--- config.mk ---
export PLATFORM = sky130hd
export DESIGN_NAME = ex_mem_branch_stage
export DESIGN_NICKNAME = d
export VERILOG_FILES = /design/src/rtl/ex_mem_branch_stage_pkg.sv /design/src/rtl/ex_mem_branch_stage_branch_cond_unit.sv /design/src/rtl/ex_mem_branch_stage.sv
export SDC_FILE = /design/constraint.sdc
export NUM_CORES = 1
export LEC_CHECK = 0
export BUFFER_PORTS_ARGS = -buffer_cell sky130_fd_sc_hd__buf_2
export CORE_ASPECT_RATIO = 1.4
export CORE_UTILIZATION = 25
export DETAILED_ROUTE_END_ITERATION = 10
export PLACE_DENSITY = 0.6
export SKIP_CTS_REPAIR_TIMING = 1
export SLEW_MARGIN = 5
export SYNTH_ARGS = -nofsm -noshare
export SYNTH_HDL_FRONTEND = slang
export SYNTH_SLANG_ARGS = --single-unit
--- constraint.sdc ---
create_clock -name clk -period 1.7 [get_ports clk]
set_input_delay 0.425 -clock clk [delete_from_list [all_inputs] [get_ports clk]]
set_output_delay 0.425 -clock clk [all_outputs]
set_load 0.01 [all_outputs]
--- src/rtl/ex_mem_branch_stage_pkg.sv ---
// Shared constants for the EX/MEM branch stage: widths, bubble rd, branch funct3 codes.
package ex_mem_branch_stage_pkg;

  localparam int          XLEN   = 32;
  localparam logic [4:0]  NOP_RD = 5'd0;

  // RV32I conditional-branch funct3 encodings; 010/011 are unused and never taken.
  typedef enum logic [2:0] {
    BR_BEQ  = 3'b000,
    BR_BNE  = 3'b001,
    BR_BLT  = 3'b100,
    BR_BGE  = 3'b101,
    BR_BLTU = 3'b110,
    BR_BGEU = 3'b111
  } br_funct3_e;

endpackage

--- src/rtl/ex_mem_branch_stage_branch_cond_unit.sv ---
// Branch condition decode from ALU flags. The ALU runs SUB (a-b) for branches;
// cf follows the no-borrow convention, so cf=1 means a >= b unsigned.
module branch_cond_unit
  import ex_mem_branch_stage_pkg::*;
(
  input  logic [2:0] i_funct3,
  input  logic       i_cf,
  input  logic       i_zf,
  input  logic       i_vf,
  input  logic       i_sf,
  output logic       o_cond
);

  // Select the condition; unused encodings resolve to not-taken.
  always_comb begin
    o_cond = 1'b0;
    case (i_funct3)
      BR_BEQ:  o_cond = i_zf;
      BR_BNE:  o_cond = ~i_zf;
      BR_BLT:  o_cond = i_sf ^ i_vf;
      BR_BGE:  o_cond = ~(i_sf ^ i_vf);
      BR_BLTU: o_cond = ~i_cf;
      BR_BGEU: o_cond = i_cf;
      default: o_cond = 1'b0;
    endcase
  end

endmodule

--- src/rtl/ex_mem_branch_stage.sv ---
// EX/MEM pipeline register with branch/JAL/JALR resolution, registered PC
// redirect, wrong-path self-kill and MEM-stall hold.
module ex_mem_branch_stage
  import ex_mem_branch_stage_pkg::*;
(
  input  logic            clk,
  input  logic            rst,
  input  logic            ex_valid,
  input  logic [XLEN-1:0] ex_pc,
  input  logic [XLEN-1:0] ex_pc_plus4,
  input  logic [XLEN-1:0] ex_br_target,
  input  logic [XLEN-1:0] ex_alu_r,
  input  logic            ex_cf,
  input  logic            ex_zf,
  input  logic            ex_vf,
  input  logic            ex_sf,
  input  logic            ex_branch,
  input  logic            ex_jal,
  input  logic            ex_jalr,
  input  logic [2:0]      ex_funct3,
  input  logic [XLEN-1:0] ex_rs2_data,
  input  logic [4:0]      ex_rd,
  input  logic            ex_regwrite,
  input  logic            ex_memread,
  input  logic            ex_memwrite,
  input  logic            ex_memtoreg,
  input  logic            mem_stall,
  output logic            mem_valid,
  output logic [XLEN-1:0] mem_result,
  output logic [XLEN-1:0] mem_store_data,
  output logic [4:0]      mem_rd,
  output logic            mem_regwrite,
  output logic            mem_memread,
  output logic            mem_memwrite,
  output logic            mem_memtoreg,
  output logic            redirect_valid,
  output logic [XLEN-1:0] redirect_pc,
  output logic            misalign_exc
);

  logic            r_valid, r_regwrite, r_memread, r_memwrite, r_memtoreg;
  logic            r_redirect_valid, r_misalign;
  logic [XLEN-1:0] r_result, r_store_data, r_redirect_pc;
  logic [4:0]      r_rd;

  logic            w_cond, w_live, w_take, w_mis, w_keep, w_link;
  logic [XLEN-1:0] w_tgt, w_result;

  // The EX PC is carried for debug visibility upstream; nothing here needs it.
  logic            w_unused_pc;
  assign w_unused_pc = ^ex_pc;

  branch_cond_unit u_cond (
    .i_funct3 (ex_funct3),
    .i_cf     (ex_cf),
    .i_zf     (ex_zf),
    .i_vf     (ex_vf),
    .i_sf     (ex_sf),
    .o_cond   (w_cond)
  );

  // The slot right behind a registered redirect is wrong-path: kill it here.
  assign w_live   = ex_valid & ~r_redirect_valid;
  assign w_link   = ex_jal | ex_jalr;
  assign w_take   = w_live & (w_link | (ex_branch & w_cond));
  assign w_tgt    = ex_jalr ? {ex_alu_r[XLEN-1:1], 1'b0} : ex_br_target;
  assign w_result = w_link ? ex_pc_plus4 : ex_alu_r;
  // A taken jump to a non-word-aligned target traps instead of redirecting and
  // retires nothing, so it enters MEM as a bubble.
  assign w_mis    = w_take & w_tgt[1];
  assign w_keep   = w_live & ~w_mis;

  // EX/MEM boundary: reset clears, stall holds everything including the redirect.
  always_ff @(posedge clk) begin
    if (rst) begin
      r_valid          <= 1'b0;
      r_result         <= '0;
      r_store_data     <= '0;
      r_rd             <= NOP_RD;
      r_regwrite       <= 1'b0;
      r_memread        <= 1'b0;
      r_memwrite       <= 1'b0;
      r_memtoreg       <= 1'b0;
      r_redirect_valid <= 1'b0;
      r_redirect_pc    <= '0;
      r_misalign       <= 1'b0;
    end else if (!mem_stall) begin
      r_valid          <= w_keep;
      r_result         <= w_result;
      r_store_data     <= ex_rs2_data;
      r_rd             <= w_keep ? ex_rd : NOP_RD;
      r_regwrite       <= ex_regwrite & w_keep;
      r_memread        <= ex_memread  & w_keep;
      r_memwrite       <= ex_memwrite & w_keep;
      r_memtoreg       <= ex_memtoreg & w_keep;
      r_redirect_valid <= w_take & ~w_tgt[1];
      r_redirect_pc    <= w_tgt;
      r_misalign       <= w_mis;
    end
  end

  assign mem_valid      = r_valid;
  assign mem_result     = r_result;
  assign mem_store_data = r_store_data;
  assign mem_rd         = r_rd;
  assign mem_regwrite   = r_regwrite;
  assign mem_memread    = r_memread;
  assign mem_memwrite   = r_memwrite;
  assign mem_memtoreg   = r_memtoreg;
  assign redirect_valid = r_redirect_valid;
  assign redirect_pc    = r_redirect_pc;
  assign misalign_exc   = r_misalign;

endmodule

==> results.toml, run 1 <==
[clocking]
tritoncts = "yes"
cts_made_buffers = 9
root_buffer = "clkbuf_16"
path_clk_slew_ns = 0.08
htree_levels = 3
clock-sinks = 108
cts_buffer_depth = 2
clkLatencyLatePin_ns = 0.35

[final_layout]
mostFrequentLayoutCell = "buf_2"
layout.cells.non_filler = 978
layout_common_cells = "buf_2 (256), nor2_1 (126), dfxtp_1 (108)"
fin_util_pct = 36.5
drive_gt1_share_pct = 43.2
num-fill-cells = 1924
stdcell_area_um2 = 6560
fin_nets = 916
num_antenna_cells = 0
syn2layout_area_growth_pct = 41.9

[synth]
ys_warn_count = 0
syn_avg_cell_area_um2 = 9.53
syn_nets = 668
postSynthCellCount = 485
ys_seq_elements = 108
ys_types = 29
ys_seq_area_share_pct = 46.8
synth_area_um2 = 4620

[sta]
fin_skew_ns = 0.00704
hold_viol = 0
fin_crit_ns = 1.37
setup_viol = 0
relSlewSlack_pct = 53.6
fin_crit_sh_pct = 80.6
max_freq_mhz = 730
maxSlewViolCount = 0
worstMarginPinSlew_ns = 0.696
grt_setup_unrepaired = "false"

[placed_design]
dp.cells = 962
dp_hpwl_mm = 9.91
gp_congestion = 0.744
placed_cell_area_um2 = 6250
io_buffers = 258

[floorplanning]
pin_count = 291
core_um2 = 18000
fp.dieArea_um2 = 19000
start_util_pct = 25.7
die_w_um = 117
die_y_um = 163
rows = 58

[worst_setup_path]
crit_chain = "buf_2 > buf_12 > mux2i_1 > and2_1 > inv_1 > o21ai_0"
path_max_fanout = 15
slowest_delay_ns = 0.39
crit_type = "input pin to register"
r2r_slack_ns = 0.36
worstPathRequired_ns = 1.97
crit_buf_inv = 3
critical_path_arrival_ns = 1.64
startpoint_type = "input pin"
end_kind = "register"
path_delay_family = "buffers and inverters"
crit_slowest_cell = "and2_1"

[job]
cap_violations = 0

[routing]
vias = 4206
ant_nets = 0
routed_wirelength_mm = 13.3
wl_per_cell_um = 13.6
vias_per_cell = 4.30
drtIter0Drc = 182
drc = 0
first_pass_iters = 4

[grt]
gr-usage-met2_pct = 24.5
use_met3_pct = 3.39
grt_overflow_total = 0
grt_pass1_wl_mm = 20.0
top_usage_layer = "met2"
grt_pass1_vias = 3888
track_usage_pct = 13.8
grt_max_degree = 78
antenna_found_initial = 0
grtUsageMet1_pct = 15.6

[worst_hold_path]
hold_class = "input pin to register"

[power]
leakagePower_nw = 3.35
vdd_ir_drop_max_mv = 0.439
powerDensity_nw_per_um2 = 911

[outcome]
status = "finished, final reports clean"
==> path summary, 6_finish.rpt <==
kind / startpoint / end / cells after the start
worst max register to register: redirect_valid / redirect_valid / 4
worst max-delay path: ex_jalr / redirect_valid / 6
worst min register to register: misalign_exc / misalign_exc / 2
worst min-delay path: ex_rs2_data[15] / mem_store_data[15] / 3
==> report_power, final <==
part	switching (mW)	total, mW	internal, mW
Sequential	0.0694	2.75	2.68
Clock	1.03	2.21	1.17
Combinational	0.508	1.02	0.510
==> sequential cells by signal, indices dropped and copies added, names as in the netlist <==
signal          flops
mem_result         32
mem_store_data     32
redirect_pc        32
mem_rd              5
mem_memread         1
mem_memtoreg        1
mem_memwrite        1
mem_regwrite        1
mem_valid           1
misalign_exc        1
redirect_valid      1
==> worst register-to-register path, delay by kind of cell, from the launching register on <==
| kind | cells | cell delay (ns) |
|---|---|---|
| buffers and inverters | 1 | 0.11 |
| AND/OR/NAND/NOR | 2 | 0.67 |
| AO/OA/AOI/OAI | 1 | 0.15 |
| flip-flops | 1 | 0.34 |
==> cells in the mapped netlist <==
| cell type | n | area share (%) |
|---|---|---|
| a21boi_0 | 1 | 0.16 |
| a21oi_1 | 31 | 3.4 |
| a221o_2 | 1 | 0.24 |
| a22oi_1 | 10 | 1.6 |
| a31oi_1 | 1 | 0.14 |
| and2_1 | 2 | 0.27 |
| buf_1 | 4 | 0.32 |
| buf_2 | 15 | 1.6 |
| buf_4 | 4 | 0.65 |
| buf_6 | 1 | 0.24 |
| clkbuf_1 | 14 | 1.1 |
| dfxtp_1 | 108 | 47 |
| inv_1 | 3 | 0.24 |
| mux2_1 | 5 | 1.2 |
| mux2_2 | 25 | 6.1 |
| mux2i_1 | 95 | 21 |
| nand2_1 | 6 | 0.49 |
| nand2b_1 | 1 | 0.14 |
| nand3_1 | 9 | 0.97 |
| nor2_1 | 126 | 10 |
| nor2_4 | 1 | 0.24 |
| nor2b_1 | 3 | 0.41 |
| nor3b_1 | 1 | 0.16 |
| nor4b_2 | 1 | 0.32 |
| o211ai_1 | 1 | 0.16 |
| o21ai_0 | 13 | 1.4 |
| o21ai_1 | 1 | 0.11 |
| o2bb2ai_1 | 1 | 0.19 |
| xnor3_1 | 1 | 0.49 |
==> area by class of cell <==
class | count | area (µm²) | area share (%)
repair buffers | 275 | 1520 | 23.1
inverters | 3 | 11.3 | 0.172
clock inverters | 7 | 81.3 | 1.24
multi-input cells | 336 | 2260 | 34.5
flip-flops and latches | 108 | 2160 | 33.0
well taps | 240 | 300 | 4.58
clock buffers | 9 | 225 | 3.43
==> stage by stage <==
step                total power, mW  hold WS [ns]  setup TNS [ns]  setup slack [ns]
floorplan                      3.36         0.483               0             0.151
global placement               3.83         0.455         -0.0334           -0.0334
detailed placement             3.84         0.465         -0.0472           -0.0434
CTS                            6.09         0.284               0             0.318
global route                   6.29         0.289               0             0.236
finish                         5.98         0.305               0             0.330
==> per-layer routing <==
metal  vias to the layer above  part of all wire (%)
met5                         -                     0
met4                         0                   2.2
met3                        20                   5.3
met2                       137                    52
met1                      1901                    41
li1                       2148                     -
==> cells by family after synthesis <==
| kind of cell | count (synthesis) | share of synthesized area, % |
|---|---|---|
| AOI/OAI and AO/OA | 60 | 7.39 |
| and+or+nand+nor | 150 | 13.2 |
| muxes | 125 | 27.9 |
| buffers and inverters | 41 | 4.22 |
| xor gates and xnor gates | 1 | 0.487 |
| DFF | 108 | 46.8 |
No activity file was read; power rests on OpenSTA's default activity.
==> run 2: changes to the inputs <==
PLACE_DENSITY = 0.62   (was 0.6)
clock period = 1.1 ns   (was 1.7 ns; I/O delays follow)
==> run 2 against run 1 <==
  * Critical path type is now register to output pin
  * The flow now finishes with violations (setup timing)
  * Via count grew 3.3%
  * Routed wire length is 8.3% higher
  * Sequential share of layout area shrank 2.8 points
  * Non-clock buffer count rose by 15
  * First-iteration DRC count is 15% lower
  * Sequential cell count did not move
  * Clock skew decreased by 0.00094 ns
  * Register-to-register slack worse by 0.44 ns
  * Core utilization is 5.8 points higher
  * Clock power increased by 54%
  * Sequential power increased by 59%
==> results.toml, run 2 (same netlist as run 1, synthesis figures left out) <==
[outcome]
status = "finished, violations left"
failed_checks = "setup timing"

[worst_hold_path]
hold_class = "input pin to register"
min-delay-start = "ex_rs2_data[2]"

[clocking]
tritoncts = "yes"
htree_levels = 3
clkLatencyLatePin_ns = 0.35
path_clk_slew_ns = 0.08
cts_made_buffers = 9
clock-sinks = 108
root_buffer = "clkbuf_16"
cts_buffer_depth = 2

[worst_setup_path]
startpoint_type = "register"
path_delay_family = "flip-flops"
ff2ff_path_depth = 5
crit_type = "register to output pin"
crit_chain = "buf_4 > buf_6"
slowest_delay_ns = 0.34
r2r_slack_ns = -0.08
path_max_fanout = 2
end_kind = "output pin"
endpoint = "redirect_valid"
rr_endpoint = "mem_rd[2]"
worstPathRequired_ns = 0.82
r2r-start = "redirect_valid"
critPathLaunch = "redirect_valid"
worstSetupPathDepth = 2
crit_slowest_cell = "dfxtp_2"
critical_path_arrival_ns = 0.93
crit_buf_inv = 2

[placed_design]
gp_congestion = 0.792
dp_hpwl_mm = 10.4
io_buffers = 258

[floorplanning]
pin_count = 291
fp.dieArea_um2 = 19000
rows = 58
core_um2 = 18000
die_w_um = 117
die_y_um = 163
start_util_pct = 25.7

[sta]
holdWs_ns = 0.148
setup_ws_ns = -0.106
fin_skew_ns = 0.00610
worstMarginPinSlew_ns = 0.474
fin_crit_sh_pct = 110
hold_viol = 0
maxSlewViolCount = 0
relSlewSlack_pct = 68.2
max_freq_mhz = 829
setup_viol = 14
grt_setup_unrepaired = "true"
fin_crit_ns = 1.21

[routing]
first_pass_iters = 5
wl_per_cell_um = 14.5
vias_per_cell = 4.37
ant_nets = 0
routed_wirelength_mm = 14.4
drc = 0
drtIter0Drc = 154
vias = 4344

[final_layout]
layout_common_cells = "buf_2 (158), nor2_1 (126), dfxtp_2 (107)"
drive_gt1_share_pct = 59.9
num-fill-cells = 1774
mostFrequentLayoutCell = "buf_2"
fin_nets = 931
syn2layout_area_growth_pct = 64.6

[grt]
grt_max_degree = 66
grt_pass1_vias = 3962
track_usage_pct = 13.8
grt_overflow_total = 0
antenna_found_initial = 1
grt_pass1_wl_mm = 20.0

[power]
internal_power_mw = 7.19
vdd_ir_drop_max_mv = 0.656
clkPwrFrac_pct = 35.0
leakagePower_nw = 3.69
switchingPower_mw = 2.53
powerDensity_nw_per_um2 = 1280
swShare_pct = 26.0
seqPwrFrac_pct = 44.8
finalPower_mw = 9.72
power_frac_comb_pct = 20.2

[job]
cap_violations = 0
run 2: worst min path at each step:
stage	endpoint	slack, ns	cells past startpoint
2_1_floorplan	mem_memread	0.41	2
3_3_place_gp	misalign_exc	0.44	2
3_5_place_dp	misalign_exc	0.44	2
4_1_cts	mem_store_data[2]	0.13	3
5_1_grt	mem_store_data[3]	0.14	3
6_report	mem_store_data[2]	0.15	3
run 2: area by class of cell:
| class | instances | area [µm²] | share of cell area [%] |
|---|---|---|---|
| timing repair buffer | 290 | 2300 | 30.2 |
| antenna | 1 | 2.50 | 0.0329 |
| tap | 240 | 300 | 3.95 |
| clock buffer | 11 | 243 | 3.19 |
| sequential | 108 | 2300 | 30.2 |
| inverter | 3 | 11.3 | 0.148 |
| multi-input combinational | 336 | 2390 | 31.4 |
| clock inverter | 5 | 65.1 | 0.855 |
run 2: power by group through the flow:
stage	logic, mW	registers (mW)	clock network, mW
after detailed placement	1.68	4.35	0
after CTS	1.68	4.26	3.53
after floorplan	0.832	4.46	0
after global placement	1.67	4.34	0
after global routing	2.13	4.38	3.69
final	1.96	4.36	3.40
run 2: worst min-delay path, cell delays in order:
cell     delay [ns]
buf_2          0.07
mux2i_1        0.05
nor2_1         0.07
run 2: metal layers:
layer  share of wire, %  global-route usage, %
met5                  0                      0
met2                 53                   24.4
met3                5.0                   3.13
met1                 40                   15.5
met4                2.5                   6.39
run 2: per-stage QoR:
stage	area [µm²]	instances	setup WS, ns	TNS [ns]	utilization, %
after floorplan	4810	485	-0.244	-10.09	-
after global placement	6410	971	-0.373	-26.35	35.6
after detailed placement	6410	971	-0.418	-27.67	35.6
after CTS	6710	987	-0.195	-2.64	37.3
after global routing	7610	994	-0.167	-1.97	42.3
final	7610	994	-0.106	-0.718	42.3
==> run 3: changes to the inputs <==
CORE_UTILIZATION = 35   (was 25)
PLACE_DENSITY = 0.78   (was 0.62)
==> run 3 against run 2 <==
  * The flow still finishes with violations (setup timing)
  * Total power about the same
  * Hold slack improved by 0.0050 ns
  * Sequential share of layout area up 0.39 points
  * First-iteration DRC count is 19% lower
  * Non-clock buffer count is 14 higher
  * Clock power is essentially flat
==> results.toml, run 3 (same netlist as run 1, synthesis figures left out) <==
[power]
swShare_pct = 26.0
power_frac_comb_pct = 20.3
seqPwrFrac_pct = 44.7
internal_power_mw = 7.20
leakagePower_nw = 3.76
powerDensity_nw_per_um2 = 1290
vdd_ir_drop_max_mv = 0.769
switchingPower_mw = 2.53
clkPwrFrac_pct = 35.0

[grt]
antenna_found_initial = 1
grt_pass1_vias = 4148
grt_overflow_total = 0
grt_max_degree = 58
grt_pass1_wl_mm = 19.4
track_usage_pct = 18.2

[clocking]
clock-sinks = 108
cts_made_buffers = 9
cts_buffer_depth = 2
clkLatencyLatePin_ns = 0.34
htree_levels = 3
root_buffer = "clkbuf_16"
tritoncts = "yes"
path_clk_slew_ns = 0.08

[final_layout]
drive_gt1_share_pct = 60.8
fin_util_pct = 58.3
layout_common_cells = "buf_2 (180), nor2_1 (126), dfxtp_2 (106)"
fin_nets = 945
syn2layout_area_growth_pct = 62.5
layout.cells.non_filler = 921
mostFrequentLayoutCell = "buf_2"

[outcome]
failed_checks = "setup timing"
status = "finished, violations left"

[sta]
max_freq_mhz = 843
grt_setup_unrepaired = "true"
setup_viol = 14
fin_skew_ns = 0.00484
maxSlewViolCount = 0
hold_viol = 0
worstMarginPinSlew_ns = 0.470
fin_crit_sh_pct = 108
relSlewSlack_pct = 68.5
setup_ws_ns = -0.0863
fin_crit_ns = 1.19

[worst_setup_path]
crit_type = "register to output pin"
end_kind = "output pin"
worstPathRequired_ns = 0.82
startpoint_type = "register"
critical_path_arrival_ns = 0.91
path_max_fanout = 2

[routing]
wl_per_cell_um = 15.1
drtIter0Drc = 124
routed_wirelength_mm = 14.0
first_pass_iters = 4
drc = 0
ant_nets = 0
vias = 4481
vias_per_cell = 4.87

[floorplanning]
pin_count = 291
die_y_um = 138
start_util_pct = 35.9
fp.dieArea_um2 = 13700
rows = 49
core_um2 = 12900
die_w_um = 99.1

[placed_design]
gp_congestion = 0.798
dp.cells = 893
io_buffers = 258
dp_hpwl_mm = 9.83
dp_slack_ns = -0.377

[job]
cap_violations = 0

[worst_hold_path]
hold_class = "input pin to register"
run 3: cell types whose count changed in the layout (fill, tap and decap cells not counted), moves of 2 or more:
cell	previous run	this run
inv_8	0	2
buf_2	158	180
clkbuf_16	11	13
buf_4	21	33
inv_6	3	1
buf_6	100	79
run 3: metal layers:
metal | vias to the layer above | part of all wire (%) | GRT usage [%] | routed length [µm]
met5 | - | 0 | 0 | 0
met1 | 2060 | 39 | 19.7 | 5490
met4 | 0 | 2.4 | 8.42 | 331
met3 | 24 | 6.8 | 4.99 | 942
met2 | 184 | 52 | 32.9 | 7190
li1 | 2213 | - | - | -
run 3: worst paths after layout:
check / start / to / slack [ns] / depth (start not counted)
max: redirect_valid / redirect_valid / -0.09 / 2
min reg2reg: misalign_exc / misalign_exc / 0.47 / 2
min: ex_rs2_data[17] / mem_store_data[17] / 0.15 / 3
max reg2reg: redirect_valid / mem_memwrite / -0.05 / 5
run 3: worst max-delay path, cell delays in order (launching register included):
cell and delay [ns]:
dfxtp_2 0.34, buf_6 0.12, buf_6 0.11
run 3: power groups by stage:
stage / logic (mW) / clock network, mW / registers (mW)
2_1_floorplan: 0.832 / 0 / 4.46
5_1_grt: 2.13 / 3.63 / 4.38
4_1_cts: 1.70 / 3.53 / 4.26
3_3_place_gp: 1.67 / 0 / 4.34
3_5_place_dp: 1.70 / 0 / 4.35
6_report: 1.97 / 3.41 / 4.35
run 3: layout make-up:
| type | count | area (µm²) |
|---|---|---|
| antenna | 1 | 2.50 |
| clock buffer | 10 | 239 |
| clock inverter | 6 | 78.8 |
| fill | 1093 | 5370 |
| inverter | 3 | 11.3 |
| multi-input combinational | 336 | 2400 |
| sequential | 108 | 2290 |
| tap | 153 | 191 |
| timing repair buffer | 304 | 2290 |
run 3: through the flow:
step                hold WS [ns]  setup TNS [ns]  cell area, µm²  power [mW]
floorplan                  0.412          -10.09            4810        5.30
global placement           0.435          -19.43            6390        6.01
detailed placement         0.454          -21.58            6390        6.04
CTS                        0.143           -1.59            6700        9.49
global route               0.150           -1.90            7510        10.1
finish                     0.153          -0.479            7510        9.72
